**config.mk**
```make
export PLATFORM = sky130hd
export DESIGN_NAME = serial_add_sequencer_flat
export DESIGN_NICKNAME = d
export VERILOG_FILES = /design/src/rtl/serial_add_sequencer_pkg.sv /design/src/rtl/serial_add_sequencer_if.sv /design/src/rtl/serial_add_sequencer_sync_fifo.sv /design/src/rtl/serial_add_sequencer.sv /design/src/flat_wrapper.sv
export SDC_FILE = /design/constraint.sdc
export NUM_CORES = 1
export LEC_CHECK = 0
export ABC_CLOCK_PERIOD_IN_PS = 5800
export CAP_MARGIN = 20
export CORE_ASPECT_RATIO = 1.5
export CORE_UTILIZATION = 25
export DETAILED_ROUTE_END_ITERATION = 10
export HOLD_SLACK_MARGIN = 0.05
export SLEW_MARGIN = 40
export SYNTH_ARGS = -nofsm -noshare
export SYNTH_HDL_FRONTEND = slang
export SYNTH_SLANG_ARGS = --single-unit
```
**constraint.sdc**
```tcl
create_clock -name clk -period 5.8 [get_ports clk]
set_clock_uncertainty 0.2 [all_clocks]
set_input_delay 1.16 -clock clk [delete_from_list [all_inputs] [get_ports clk]]
set_output_delay 1.16 -clock clk [all_outputs]
set_load 0.01 [all_outputs]
```
**src/rtl/serial_add_sequencer_pkg.sv**
```systemverilog
// Shared definitions for the serial-add sequencer slice.
//   state_t   : sequencer FSM states (IDLE, HOLD, SAMPLE, OUT)
//   N_DEF     : default operand/result width in bits
//   DEPTH_DEF : default operand FIFO depth in pairs
//   HOLD_DEF  : default operand hold time in cycles (serial add time + margin)
package serial_add_pkg;

  localparam int N_DEF     = 64;
  localparam int DEPTH_DEF = 4;
  localparam int HOLD_DEF  = N_DEF + 2;

  typedef enum logic [1:0] {
    IDLE   = 2'd0,
    HOLD   = 2'd1,
    SAMPLE = 2'd2,
    OUT    = 2'd3
  } state_t;

endpackage

```
**src/rtl/serial_add_sequencer_if.sv**
```systemverilog
// Bus bundle between the sequencer, its operand producer, the external
// serial adder and the result consumer.
//   in_valid/in_ready/in_a/in_b        : operand pair handshake
//   inp1/inp2/start                    : operands and start pulse to the adder
//   sum/cout                           : adder result and carry-out
//   res_valid/res_ready                : result handshake
//   res_sum/res_cout/res_ovf           : captured result, carry, signed overflow
// slave  : the sequencer's view
// master : the environment's view (producer, adder and consumer)
interface serial_add_sequencer_if
  import serial_add_pkg::*;
#(
  parameter int N = N_DEF
);
  logic                in_valid;
  logic                in_ready;
  logic signed [N-1:0] in_a;
  logic signed [N-1:0] in_b;
  logic signed [N-1:0] inp1;
  logic signed [N-1:0] inp2;
  logic                start;
  logic signed [N-1:0] sum;
  logic                cout;
  logic                res_valid;
  logic                res_ready;
  logic signed [N-1:0] res_sum;
  logic                res_cout;
  logic                res_ovf;

  modport slave (
    input  in_valid, in_a, in_b, sum, cout, res_ready,
    output in_ready, inp1, inp2, start, res_valid, res_sum, res_cout, res_ovf
  );

  modport master (
    output in_valid, in_a, in_b, sum, cout, res_ready,
    input  in_ready, inp1, inp2, start, res_valid, res_sum, res_cout, res_ovf
  );
endinterface

```
**src/rtl/serial_add_sequencer_sync_fifo.sv**
```systemverilog
// Synchronous show-ahead FIFO holding operand pairs.
//   clk, rst : clock and synchronous active-high reset (pointers/occupancy only)
//   push     : write wdata (ignored while full)
//   pop      : drop the head entry (ignored while empty)
//   rdata    : head entry, valid whenever empty is 0
//   full     : occupancy == DEPTH
//   empty    : occupancy == 0
module sync_fifo #(
  parameter int WIDTH = 128,
  parameter int DEPTH = 4
) (
  input  logic             clk,
  input  logic             rst,
  input  logic             push,
  input  logic [WIDTH-1:0] wdata,
  input  logic             pop,
  output logic [WIDTH-1:0] rdata,
  output logic             full,
  output logic             empty
);
  localparam int AW = (DEPTH > 1) ? $clog2(DEPTH) : 1;
  localparam int CW = $clog2(DEPTH + 1);

  logic [WIDTH-1:0] mem [DEPTH];
  logic [AW-1:0]    wr_ptr;
  logic [AW-1:0]    rd_ptr;
  logic [CW-1:0]    count;
  logic             do_push;
  logic             do_pop;

  // Pointers wrap explicitly so non-power-of-two depths behave.
  function automatic logic [AW-1:0] next_ptr(input logic [AW-1:0] p);
    return (p == AW'(DEPTH - 1)) ? '0 : p + 1'b1;
  endfunction

  assign full    = (count == CW'(DEPTH));
  assign empty   = (count == '0);
  assign do_push = push && !full;
  assign do_pop  = pop && !empty;
  assign rdata   = mem[rd_ptr];

  always_ff @(posedge clk) begin
    if (rst) begin
      wr_ptr <= '0;
      rd_ptr <= '0;
      count  <= '0;
    end else begin
      if (do_push) wr_ptr <= next_ptr(wr_ptr);
      if (do_pop)  rd_ptr <= next_ptr(rd_ptr);
      case ({do_push, do_pop})
        2'b10:   count <= count + 1'b1;
        2'b01:   count <= count - 1'b1;
        default: count <= count;
      endcase
    end
  end

  always_ff @(posedge clk) begin
    if (do_push) mem[wr_ptr] <= wdata;
  end

endmodule

```
**src/rtl/serial_add_sequencer.sv**
```systemverilog
// Serial-add sequencer: queues signed operand pairs, presents each pair to an
// external serial adder for HOLD cycles, samples the sum/carry, derives signed
// overflow and offers the result on a valid/ready handshake.
//   clk, rst : clock and synchronous active-high reset
//   bus      : serial_add_sequencer_if.slave (operand, adder and result signals)
// Parameters: N (width), DEPTH (FIFO pairs), HOLD (operand hold cycles).
module serial_add_sequencer #(
  parameter int N     = serial_add_pkg::N_DEF,
  parameter int DEPTH = serial_add_pkg::DEPTH_DEF,
  parameter int HOLD  = N + 2
) (
  input logic                   clk,
  input logic                   rst,
  serial_add_sequencer_if.slave bus
);
  localparam int CW = (HOLD > 1) ? $clog2(HOLD) : 1;

  serial_add_pkg::state_t state;
  logic [CW-1:0]          cnt;
  logic signed [N-1:0]    inp1_q;
  logic signed [N-1:0]    inp2_q;
  logic                   start_q;
  logic signed [N-1:0]    res_sum_q;
  logic                   res_cout_q;
  logic                   res_ovf_q;
  logic                   res_valid_q;

  logic                   push;
  logic                   pop;
  logic                   fifo_full;
  logic                   fifo_empty;
  logic [2*N-1:0]         fifo_rdata;

  // Overflow of a two's-complement add: equal operand signs, different result sign.
  function automatic logic signed_ovf(input logic signed [N-1:0] a,
                                      input logic signed [N-1:0] b,
                                      input logic signed [N-1:0] s);
    return (a[N-1] == b[N-1]) && (s[N-1] != a[N-1]);
  endfunction

  assign bus.in_ready = !fifo_full && !rst;
  assign push         = bus.in_valid && bus.in_ready;
  assign pop          = (state == serial_add_pkg::IDLE) && !fifo_empty;

  sync_fifo #(
    .WIDTH (2 * N),
    .DEPTH (DEPTH)
  ) u_fifo (
    .clk   (clk),
    .rst   (rst),
    .push  (push),
    .wdata ({bus.in_a, bus.in_b}),
    .pop   (pop),
    .rdata (fifo_rdata),
    .full  (fifo_full),
    .empty (fifo_empty)
  );

  always_ff @(posedge clk) begin
    if (rst) begin
      state       <= serial_add_pkg::IDLE;
      cnt         <= '0;
      inp1_q      <= '0;
      inp2_q      <= '0;
      start_q     <= 1'b0;
      res_sum_q   <= '0;
      res_cout_q  <= 1'b0;
      res_ovf_q   <= 1'b0;
      res_valid_q <= 1'b0;
    end else begin
      start_q <= 1'b0;
      case (state)
        // Load the head pair onto the adder inputs.
        serial_add_pkg::IDLE: begin
          if (pop) begin
            inp1_q  <= fifo_rdata[2*N-1:N];
            inp2_q  <= fifo_rdata[N-1:0];
            start_q <= 1'b1;
            cnt     <= CW'(HOLD - 1);
            state   <= serial_add_pkg::HOLD;
          end
        end
        // Operands stay put while the adder works through the bits.
        serial_add_pkg::HOLD: begin
          if (cnt == '0) state <= serial_add_pkg::SAMPLE;
          else           cnt   <= cnt - 1'b1;
        end
        // Adder output has settled; capture it.
        serial_add_pkg::SAMPLE: begin
          res_sum_q   <= bus.sum;
          res_cout_q  <= bus.cout;
          res_ovf_q   <= signed_ovf(inp1_q, inp2_q, bus.sum);
          res_valid_q <= 1'b1;
          state       <= serial_add_pkg::OUT;
        end
        // Hold the result until the consumer takes it.
        serial_add_pkg::OUT: begin
          if (bus.res_ready) begin
            res_valid_q <= 1'b0;
            state       <= serial_add_pkg::IDLE;
          end
        end
        default: state <= serial_add_pkg::IDLE;
      endcase
    end
  end

  assign bus.inp1      = inp1_q;
  assign bus.inp2      = inp2_q;
  assign bus.start     = start_q;
  assign bus.res_sum   = res_sum_q;
  assign bus.res_cout  = res_cout_q;
  assign bus.res_ovf   = res_ovf_q;
  assign bus.res_valid = res_valid_q;

endmodule

```
**src/flat_wrapper.sv**
```systemverilog
// flat-port wrapper written by rule: the top's interface ports become plain ports
module serial_add_sequencer_flat 
#(
  parameter int N     = serial_add_pkg::N_DEF,
  parameter int DEPTH = serial_add_pkg::DEPTH_DEF,
  parameter int HOLD  = N + 2
)
  (clk, rst, bus_in_valid, bus_in_a, bus_in_b, bus_sum, bus_cout, bus_res_ready, bus_in_ready, bus_inp1, bus_inp2, bus_start, bus_res_valid, bus_res_sum, bus_res_cout, bus_res_ovf);
  serial_add_sequencer_if #(.N(N)) bus_i ();
  input logic clk;
  input logic rst;
  input wire logic [$bits(bus_i.in_valid)-1:0] bus_in_valid;
  input wire logic [$bits(bus_i.in_a)-1:0] bus_in_a;
  input wire logic [$bits(bus_i.in_b)-1:0] bus_in_b;
  input wire logic [$bits(bus_i.sum)-1:0] bus_sum;
  input wire logic [$bits(bus_i.cout)-1:0] bus_cout;
  input wire logic [$bits(bus_i.res_ready)-1:0] bus_res_ready;
  output wire logic [$bits(bus_i.in_ready)-1:0] bus_in_ready;
  output wire logic [$bits(bus_i.inp1)-1:0] bus_inp1;
  output wire logic [$bits(bus_i.inp2)-1:0] bus_inp2;
  output wire logic [$bits(bus_i.start)-1:0] bus_start;
  output wire logic [$bits(bus_i.res_valid)-1:0] bus_res_valid;
  output wire logic [$bits(bus_i.res_sum)-1:0] bus_res_sum;
  output wire logic [$bits(bus_i.res_cout)-1:0] bus_res_cout;
  output wire logic [$bits(bus_i.res_ovf)-1:0] bus_res_ovf;
  assign bus_i.in_valid = bus_in_valid;
  assign bus_i.in_a = bus_in_a;
  assign bus_i.in_b = bus_in_b;
  assign bus_i.sum = bus_sum;
  assign bus_i.cout = bus_cout;
  assign bus_i.res_ready = bus_res_ready;
  assign bus_in_ready = bus_i.in_ready;
  assign bus_inp1 = bus_i.inp1;
  assign bus_inp2 = bus_i.inp2;
  assign bus_start = bus_i.start;
  assign bus_res_valid = bus_i.res_valid;
  assign bus_res_sum = bus_i.res_sum;
  assign bus_res_cout = bus_i.res_cout;
  assign bus_res_ovf = bus_i.res_ovf;
  serial_add_sequencer #(.N(N), .DEPTH(DEPTH), .HOLD(HOLD)) u_core (.clk(clk), .rst(rst), .bus(bus_i));
endmodule
```
==> out/qor.yml, run 1 <==
status:
  outcome: "finished clean"
detailed_routing:
  postRouteAntennaNets: 0
  drc: 0
  wl_um: 65000
  via_per_inst: 4.30
  wire_per_inst_um: 19.0
  drt-pass1-iter-count: 4
  via_count: 14718
  drtIter0Drc: 705
synth:
  syn-num-nets: 1782
  synth_fa_ha_area_share_pct: 0.697
  synth_top_area_share_pct: 58.6
  ys.flop_type: "edfxtp_1"
  yosysUniqueCellTypes: 50
  ys_seq_area_share_pct: 74.8
  synth_area_leaders: "edfxtp_1, dfxtp_1, mux4_2, nand2_1, a21oi_1"
  synthCells: 1571
  synth_largest_area_cell: "edfxtp_1"
  synth_compound_area_share_pct: 3.50
  ys_seq_elements: 724
  postSynthAreaPerCell_um2: 16.7
  synth_enable_flop_cells: 512
  synth_top_family_by_area: "multiplexers"
  synth_xor_area_share_pct: 0.0668
  netlist_area_um2: 26200
  ys_warn_count: 0
  async_flop_share_pct: 0
  synthSimpleGateAreaFrac_pct: 5.67
  muxShareOfSynthArea_pct: 13.5
clocking:
  cts.clk_slew.worst_paths_ps: 60
  root_buffer: "clkbuf_16"
  cts.htree.levels: 3
  numCtsBuffers: 71
  clock_path_buffers: 3
  cts_resized: 0
  cts_sinks: 724
  cts_hold_buf: 0
  cts_tree: "built"
  clk_latency_ps: 630
  cts_setup_buffers: 0
critical_path:
  setup.worst_path.start_class: "input port"
  reg2reg_depth: 4
  r2r-end: "u_core.u_fifo.mem[1][105]$_DFFE_PP_"
  startpoint: "rst"
  end_kind: "output pin"
  worstSetupPathType: "in2out"
  r2r_start: "u_core.u_fifo.count[0]$_SDFFE_PP0P_"
  worstSetupEndpoint: "bus_in_ready"
  r2r_slack_ps: 2800
  cp.arrival_ps: 2340
  worst_ep_required_time_ps: 4440
  crit_fanout: 78
sta:
  tns_ps: 0
  hold_violations: 0
  drv_slew: 0
  setup_ws_ps: 2100
  max_slew_margin_pct: 47.6
  worstMarginPinSlew_ps: 786
  fmax_mhz: 270
  final-setup-viol-count: 0
  post-route-period-util_pct: 63.8
  fin_hold_ws_ps: 253
  fin_crit_ps: 3700
  rsz0062_at_grt: "false"
job:
  drv_cap: 0
placement:
  dp.final_hpwl_um: 40600
  gp_congestion: 0.728
  port_buffers: 393
  place_ws_ps: 1670
  placed_area_um2: 31800
  dp.cells: 3291
finish:
  finalNetCount: 2180
  layoutNonFillerInstCount: 3425
  layout-drive-gt1-share_pct: 14.0
  fillers: 10113
  area_delta_synth_final_pct: 30.6
  final_area_um2: 34200
global_route:
  grt_first_pass_wirelength_um: 96000
  grt_pass1_vias: 15793
  groute.usage.overall_pct: 12.1
  overflow: 0
  grt_max_degree: 86
  antenna_found_initial: 6
die:
  num_rows: 145
  die_w_um: 266
  ios: 394
  die-area_um2: 106000
  core_um2: 104000
  die_height_um: 399
  initial_core_util_pct: 25.2
power:
  power_density_nw_per_um2: 453
  peakVddDrop_mv: 0.289
  power_leakage_nw: 10.8
hold_path:
  hold_class: "reg2reg"
-- metal layers --
layer | track usage, % | part of all wire, % | up-vias
met5 | 0 | 0.063 | -
met4 | 5.00 | 2.6 | 6
met3 | 2.90 | 6.7 | 100
met2 | 22.1 | 52 | 480
met1 | 13.3 | 38 | 7427
li1 | - | - | 6705
-- placed cells by master, fill, tap and decap left out, types with 7 or more instances in the layout --
| master | count |
|---|---|
| a21oi_1 | 139 |
| buf_12 | 10 |
| buf_4 | 8 |
| clkbuf_1 | 11 |
| clkbuf_16 | 74 |
| clkbuf_8 | 8 |
| clkdlybuf4s50_1 | 392 |
| clkinv_1 | 8 |
| clkinv_2 | 7 |
| dfxtp_1 | 210 |
| edfxtp_1 | 512 |
| ha_1 | 12 |
| inv_1 | 10 |
| mux2i_1 | 66 |
| mux4_2 | 128 |
| nand2_1 | 264 |
| nor2_1 | 81 |
-- cell type report --
cell class / count / area [um^2] / share of cell area [%]
clock buffers: 92 / 1990 / 5.81
inverters: 11 / 43.8 / 0.128
clock inverters: 39 / 390 / 1.14
well taps: 1396 / 1750 / 5.10
diodes: 2 / 5.00 / 0.0146
multi-input cells: 745 / 6170 / 18.0
flip-flops and latches: 724 / 19600 / 57.3
repair buffers: 416 / 4270 / 12.5
-- worst max-delay path: stages --
cell and delay, ps:
clkbuf_8 330, a21oi_1 250, clkdlybuf4s50_1 580
-- kinds of logic after synthesis --
kind of cell	after synthesis
buffers and inverters	102
xor gates and xnor gates	2
AOI/OAI and AO/OA	164
muxes	194
and+or+nand+nor	371
DFF	724
adders and majority gates	14
-- cell usage after synthesis, types with 10 or more instances --
cell type  instances
dfxtp_1          212
a21oi_1          139
mux4_2           128
clkbuf_1          41
ha_1              13
mux2i_1           66
inv_1             10
buf_1             16
buf_4             10
nor2_1            81
nand2_1          264
edfxtp_1         512
buf_2             23
-- per-stage QoR --
| stage | utilization [%] | power (mW) |
|---|---|---|
| 2_1_floorplan | - | 9.05 |
| 3_3_place_gp | 30.5 | 10.9 |
| 3_5_place_dp | 30.6 | 11.0 |
| 4_1_cts | 32.8 | 15.8 |
| 5_1_grt | 32.9 | 16.3 |
| 6_report | 32.9 | 15.5 |
-- where the power goes --
group,internal (mW),switching (mW),total (mW)
sequential,6.29,0.402,6.69
combinational,1.91,2.22,4.13
clock,2.68,2.01,4.69
total,10.9,4.63,15.5
-- how the worst min path moves through the flow --
stage | from | cells past startpoint | slack, ps | end
floorplan | u_core.cnt[6]$_SDFFE_PP0P_ | 1 | 270 | u_core.cnt[6]$_SDFFE_PP0P_
CTS | u_core.bus.inp2[26]$_SDFFE_PP0P_ | 2 | 250 | u_core.bus.inp2[26]$_SDFFE_PP0P_
global route | u_core.bus.inp2[34]$_SDFFE_PP0P_ | 2 | 270 | u_core.bus.inp2[34]$_SDFFE_PP0P_
finish | u_core.bus.inp2[29]$_SDFFE_PP0P_ | 2 | 250 | u_core.bus.inp2[29]$_SDFFE_PP0P_
global placement | u_core.bus.inp1[3]$_SDFFE_PP0P_ | 2 | 240 | u_core.bus.inp1[3]$_SDFFE_PP0P_
detailed placement | u_core.bus.inp2[26]$_SDFFE_PP0P_ | 2 | 250 | u_core.bus.inp2[26]$_SDFFE_PP0P_
-- state kept, by name, indices dropped and copies added, names as in the netlist, 2 cells and up --
signal	count
u_core.bus.inp1	64
u_core.bus.inp2	64
u_core.bus.res_sum	64
u_core.cnt	7
u_core.state	2
u_core.u_fifo.count	3
u_core.u_fifo.mem	512
u_core.u_fifo.rd_ptr	2
u_core.u_fifo.wr_ptr	2
Note: power is estimated with default switching activity, not from simulation.
==> run 2, diff against run 1 <==
ABC_CLOCK_PERIOD_IN_PS = 3500   (was 5800)
clock period = 3.5 ns   (was 5.8 ns; I/O delays follow)
==> run 2 against run 1 <==
Utilization up 0.19 points. Routed wire length shrank 1.4%. Die area unchanged. Largest power group unchanged. Critical path depth grew 1. Worst setup slack got worse by 1800 ps. Final cell count rose by 0.29%. Power grew 66%. Global-route usage down 0.16 points.
==> out/qor.yml, run 2 (synthesis gave the netlist of run 1 again) <==
sta:
  final-setup-viol-count: 0  # unchanged
  setup_ws_ps: 286  # -1820 ps
  tns_ps: 0  # unchanged
  worstMarginPinSlew_ps: 831  # +44.9 ps
  drv_slew: 0  # unchanged
  max_slew_margin_pct: 44.6  # -3.0 points
  rsz0062_at_grt: "false"
  hold_violations: 0  # unchanged
  fmax_mhz: 311
  post-route-period-util_pct: 91.8
  fin_crit_ps: 3210
  fin_hold_ws_ps: 254  # +0.207 ps
detailed_routing:
  drtIter0Drc: 679  # -3.7%
  via_count: 14600  # -0.80%
  wl_um: 64100  # -1.4%
  drt-pass1-iter-count: 5  # +1
  drc: 0  # unchanged
  postRouteAntennaNets: 0  # unchanged
  wire_per_inst_um: 18.7  # -1.7%
  via_per_inst: 4.25  # -1.1%
job:
  drv_cap: 0  # unchanged
critical_path:
  reg2reg_depth: 9  # +5
  cp.arrival_ps: 2310  # -30 ps
  worst_ep_required_time_ps: 2600  # -1840 ps
  r2r_start: "u_core.state[0]$_SDFFE_PP0P_"
  r2r_slack_ps: 860  # -1940 ps
  worstSetupPathType: "in2out"
  startpoint: "rst"
  r2r-end: "u_core.u_fifo.count[2]$_SDFFE_PP0P_"
  end_kind: "output pin"
  setup.worst_path.start_class: "input port"
  crit_fanout: 13  # -83%
placement:
  dp.final_hpwl_um: 40700  # +0.28%
  dp.cells: 3299  # +0.24%
  placed_area_um2: 32000  # +0.50%
  port_buffers: 393  # unchanged
  gp_congestion: 0.704  # -3.3%
  place_ws_ps: 359  # -1320 ps
global_route:
  grt_max_degree: 133  # +55%
  grt_first_pass_wirelength_um: 94700  # -1.4%
  antenna_found_initial: 11  # +5
  groute.usage.overall_pct: 12.0  # -0.16 points
  overflow: 0  # unchanged
  grt_pass1_vias: 15397  # -2.5%
finish:
  multiInputGateArea_um2: 6170  # unchanged
  fin_util_pct: 33.1  # +0.19 points
  seq_area_um2: 19600  # unchanged
  final_common_cell: "edfxtp_1"
  finalNetCount: 2189  # +0.41%
  fillers: 10065  # -0.47%
  regMostFlops: "u_core.u_fifo.mem"
  area_delta_synth_final_pct: 31.3
  layout-drive-gt1-share_pct: 14.5  # +0.46 points
  largest_register_ffs: 512  # unchanged
  final_area_um2: 34400  # +0.58%
  layoutNonFillerInstCount: 3435  # +0.29%
  layout_common_cells: "edfxtp_1, clkdlybuf4s50_1, nand2_1"
hold_path:
  hold_class: "reg2reg"
  hold_start: "u_core.bus.inp2[37]$_SDFFE_PP0P_"
  min_to: "u_core.bus.inp2[37]$_SDFFE_PP0P_"
  hold_path_depth: 2  # unchanged
status:
  outcome: "finished clean"
die:
  initial_core_util_pct: 25.2  # unchanged
  die_w_um: 266  # unchanged
  core_um2: 104000  # unchanged
  die-area_um2: 106000  # unchanged
  die_height_um: 399  # unchanged
  num_rows: 145  # unchanged
  ios: 394  # unchanged
clocking:
  clk_latency_ps: 650  # +20 ps
  root_buffer: "clkbuf_16"
  clock_path_buffers: 3  # unchanged
  cts_sinks: 724  # unchanged
  numCtsBuffers: 72  # +1.4%
  cts_tree: "built"
  cts.clk_slew.worst_paths_ps: 60  # about the same
  cts_resized: 0  # unchanged
  cts.htree.levels: 3  # unchanged
power:
  power_density_nw_per_um2: 749  # +65%
  total_power_mw: 25.8  # +66%
  power_leakage_nw: 10.9  # +0.68%
  peakVddDrop_mv: 0.591  # +100%
## run 2: cell count changes in the layout (fill, tap and decap cells not counted), sizes merged
cell,before,now
clkinv,21,22
clkinvlp,5,9
buf,23,31
inv,19,17
diode,2,1
clkbuf,93,90
dlygate4sd3,0,1
bufinv,5,7
## run 2: what timing repair did
item                                   CTS  global route
hold buffers                             1             0
setup buffers                            0             0
endpoints found under the hold margin    4             0
## run 2: area by class of cell
type                    instances  area share, %
inverters                      11          0.127
flip-flops and latches        724           57.0
multi-input cells             745           17.9
clock inverters                44           1.39
clock buffers                  90           5.69
repair buffers                424           12.8
diodes                          1        0.00727
well taps                    1396           5.07
## run 2: report_power, final
group	switching [mW]	total [mW]	internal (mW)
Clock	3.36	7.91	4.55
Sequential	0.750	11.2	10.4
Combinational	3.55	6.72	3.18
## run 2: worst max path at each step
stage,cells after the start,to
floorplan,3,u_core.u_fifo.mem[0][0]$_DFFE_PP_
detailed placement,9,u_core.u_fifo.count[2]$_SDFFE_PP0P_
CTS,4,bus_in_ready
global route,4,bus_in_ready
finish,4,bus_in_ready
global placement,9,u_core.u_fifo.count[2]$_SDFFE_PP0P_
## run 2: routing by layer
layer / part of all wire (%) / GRT usage, % / up-vias / wire, um
met5: 0.17 / 0 / - / 106
met4: 2.4 / 4.39 / 18 / 1540
li1: - / - / 6724 / -
met1: 37 / 12.7 / 7307 / 23700
met3: 7.2 / 3.48 / 104 / 4590
met2: 53 / 22.2 / 447 / 34200
## run 2: critical path, stage by stage
cell and delay (ps):
dlygate4sd3_1 550, buf_6 160, a21oi_1 280, clkdlybuf4s50_1 620
==> run 3, diff against run 2 <==
GPL_TIMING_DRIVEN = 0   (was unset)
==> run 3 against run 2 <==
Final area rose by 1.1%. Worst setup slack improved by 23 ps. First-iteration DRC count rose by 19%. Critical path depth did not move. Power rose by 2.6%. Global-route usage rose by 1.4 points. Sequential power barely moved. Clock power rose by 3.4%. Clock-buffer cell count rose by 4.
==> out/qor.yml, run 3 (synthesis gave the netlist of run 1 again) <==
sta:
  rsz0062_at_grt: "false"
  drv_slew: 0  # unchanged
  final-setup-viol-count: 0  # unchanged
  tns_ps: 0  # unchanged
  hold_violations: 0  # unchanged
  worstMarginPinSlew_ps: 819  # -11.9 ps
  max_slew_margin_pct: 45.4  # +0.79 points
  fin_crit_ps: 3190  # -22.7 ps
  fmax_mhz: 313  # +0.71%
  post-route-period-util_pct: 91.2  # -0.65 points
  fin_hold_ws_ps: 252  # -1.83 ps
critical_path:
  worstSetupPathType: "in2out"
  slowest_delay_ps: 710  # +90 ps
  worst_ep_required_time_ps: 2600  # about the same
  end_kind: "output pin"
  cp.arrival_ps: 2290  # -20 ps
  crit_fanout: 19  # +6
  setup.worst_path.start_class: "input port"
  cp_cell_sequence: "clkbuf_2 > clkbuf_4 > a21oi_1 > clkdlybuf4s50_1"
  r2r_start: "u_core.state[0]$_SDFFE_PP0P_"
  r2r-end: "u_core.u_fifo.count[2]$_SDFFE_PP0P_"
  cp_slowest_cell: "clkdlybuf4s50_1"
  r2r_slack_ps: 460  # -400 ps
  reg2reg_depth: 10  # +1
die:
  die_w_um: 266  # unchanged
  ios: 394  # unchanged
  num_rows: 145  # unchanged
  die-area_um2: 106000  # unchanged
  initial_core_util_pct: 25.2  # unchanged
  die_height_um: 399  # unchanged
  core_um2: 104000  # unchanged
finish:
  finalNetCount: 2267  # +3.6%
  regMostFlops: "u_core.u_fifo.mem"
  layout_common_cells: "edfxtp_1, clkdlybuf4s50_1, nand2_1"
  layoutNonFillerInstCount: 3523  # +2.6%
  final_area_um2: 34800  # +1.1%
  layout-drive-gt1-share_pct: 15.0  # +0.54 points
  largest_register_ffs: 512  # unchanged
  area_delta_synth_final_pct: 32.7
  final_common_cell: "edfxtp_1"
clocking:
  cts_sinks: 724  # unchanged
  cts_setup_buffers: 0  # unchanged
  cts_tree: "built"
  root_buffer: "clkbuf_16"
  clock_path_buffers: 3  # unchanged
  clk_latency_ps: 660  # about the same
  cts.clk_slew.worst_paths_ps: 60  # about the same
  cts.htree.levels: 3  # unchanged
  numCtsBuffers: 74  # +2.8%
detailed_routing:
  wire_per_inst_um: 20.3  # +8.8%
  via_per_inst: 4.29  # +0.95%
  drtIter0Drc: 808  # +19%
  drc: 0  # unchanged
  postRouteAntennaNets: 0  # unchanged
  wl_um: 71500  # +12%
  via_count: 15117  # +3.5%
  drt-pass1-iter-count: 5  # unchanged
power:
  total_power_mw: 26.5  # +2.6%
  power_leakage_nw: 11.1  # +2.0%
  power_density_nw_per_um2: 761  # +1.5%
  peakVddDrop_mv: 0.406  # -31%
placement:
  placed_area_um2: 32300  # +0.95%
  gp_congestion: 0.759  # +7.8%
  port_buffers: 392  # -0.25%
  dp.cells: 3377  # +2.4%
  dp.final_hpwl_um: 49600  # +22%
hold_path:
  hold_class: "reg2reg"
  hold_path_depth: 2  # unchanged
  min_to: "u_core.bus.inp2[19]$_SDFFE_PP0P_"
  hold_start: "u_core.bus.inp2[19]$_SDFFE_PP0P_"
global_route:
  grt_first_pass_wirelength_um: 103000  # +9.2%
  grt_pass1_vias: 16109  # +4.6%
  antenna_found_initial: 10  # -1
  grt_max_degree: 32  # -76%
  overflow: 0  # unchanged
  groute.usage.overall_pct: 13.4  # +1.4 points
status:
  outcome: "finished clean"
job:
  drv_cap: 0  # unchanged
==> run 3: cell types whose count changed in the layout (fill, tap and decap cells not counted), moves of 4 or more <==
cell and change:
clkbuf_1 +39, buf_2 +25, buf_1 +13, diode_2 +8, clkbuf_2 +6, inv_6 +4
==> run 3: through the flow <==
| stage | util [%] | worst slack [ps] |
|---|---|---|
| 2_1_floorplan | - | -7.17 |
| 3_3_place_gp | 30.6 | -2080 |
| 3_5_place_dp | 31.0 | -537 |
| 4_1_cts | 33.4 | 250 |
| 5_1_grt | 33.4 | 252 |
| 6_report | 33.4 | 309 |
==> run 3: cell type report <==
class                      instances  area (um^2)
buffer                            90          425
sequential                       724        19600
timing repair buffer             410         4300
inverter                          11         41.3
clock inverter                    44          504
fill                           10118        69300
multi-input combinational        745         6160
antenna                            9         22.5
clock buffer                      94         1990
tap                             1396         1750
==> run 3: worst max path at each step <==
stage / cells past startpoint / from / to / slack, ps
after floorplan: 3 / rst / u_core.u_fifo.mem[0][0]$_DFFE_PP_ / -7
after global placement: 4 / bus_in_valid / u_core.u_fifo.mem[0][107]$_DFFE_PP_ / -2080
after detailed placement: 5 / rst / bus_in_ready / -540
after CTS: 4 / rst / bus_in_ready / 250
after global routing: 4 / rst / bus_in_ready / 250
final: 4 / rst / bus_in_ready / 310
==> run 3: report_power, final <==
| part | switching, mW | internal (mW) | total, mW |
|---|---|---|---|
| Clock | 3.44 | 4.74 | 8.18 |
| Combinational | 4.05 | 3.25 | 7.30 |
| Sequential | 0.576 | 10.4 | 11.0 |
| Total | 8.07 | 18.4 | 26.5 |
==> run 3: critical path: cells and delay by family <==
kind / cells / cell delay, ps
buffers and inverters: 3 / 1350
AOI/OAI and AO/OA: 1 / 230
==> run 3: repair_timing <==
item                                    CTS  global route
hold buffers                              0             0
gates resized for setup                   2             0
endpoints found under the setup margin    1             0
==> run 3: layer usage <==
| metal | vias up | wire length (um) | track usage, % |
|---|---|---|---|
| met3 | 116 | 5140 | 3.84 |
| li1 | 6899 | - | - |
| met5 | - | 23 | 0 |
| met4 | 4 | 2430 | 6.34 |
| met2 | 477 | 37100 | 24.0 |
| met1 | 7621 | 26800 | 14.4 |
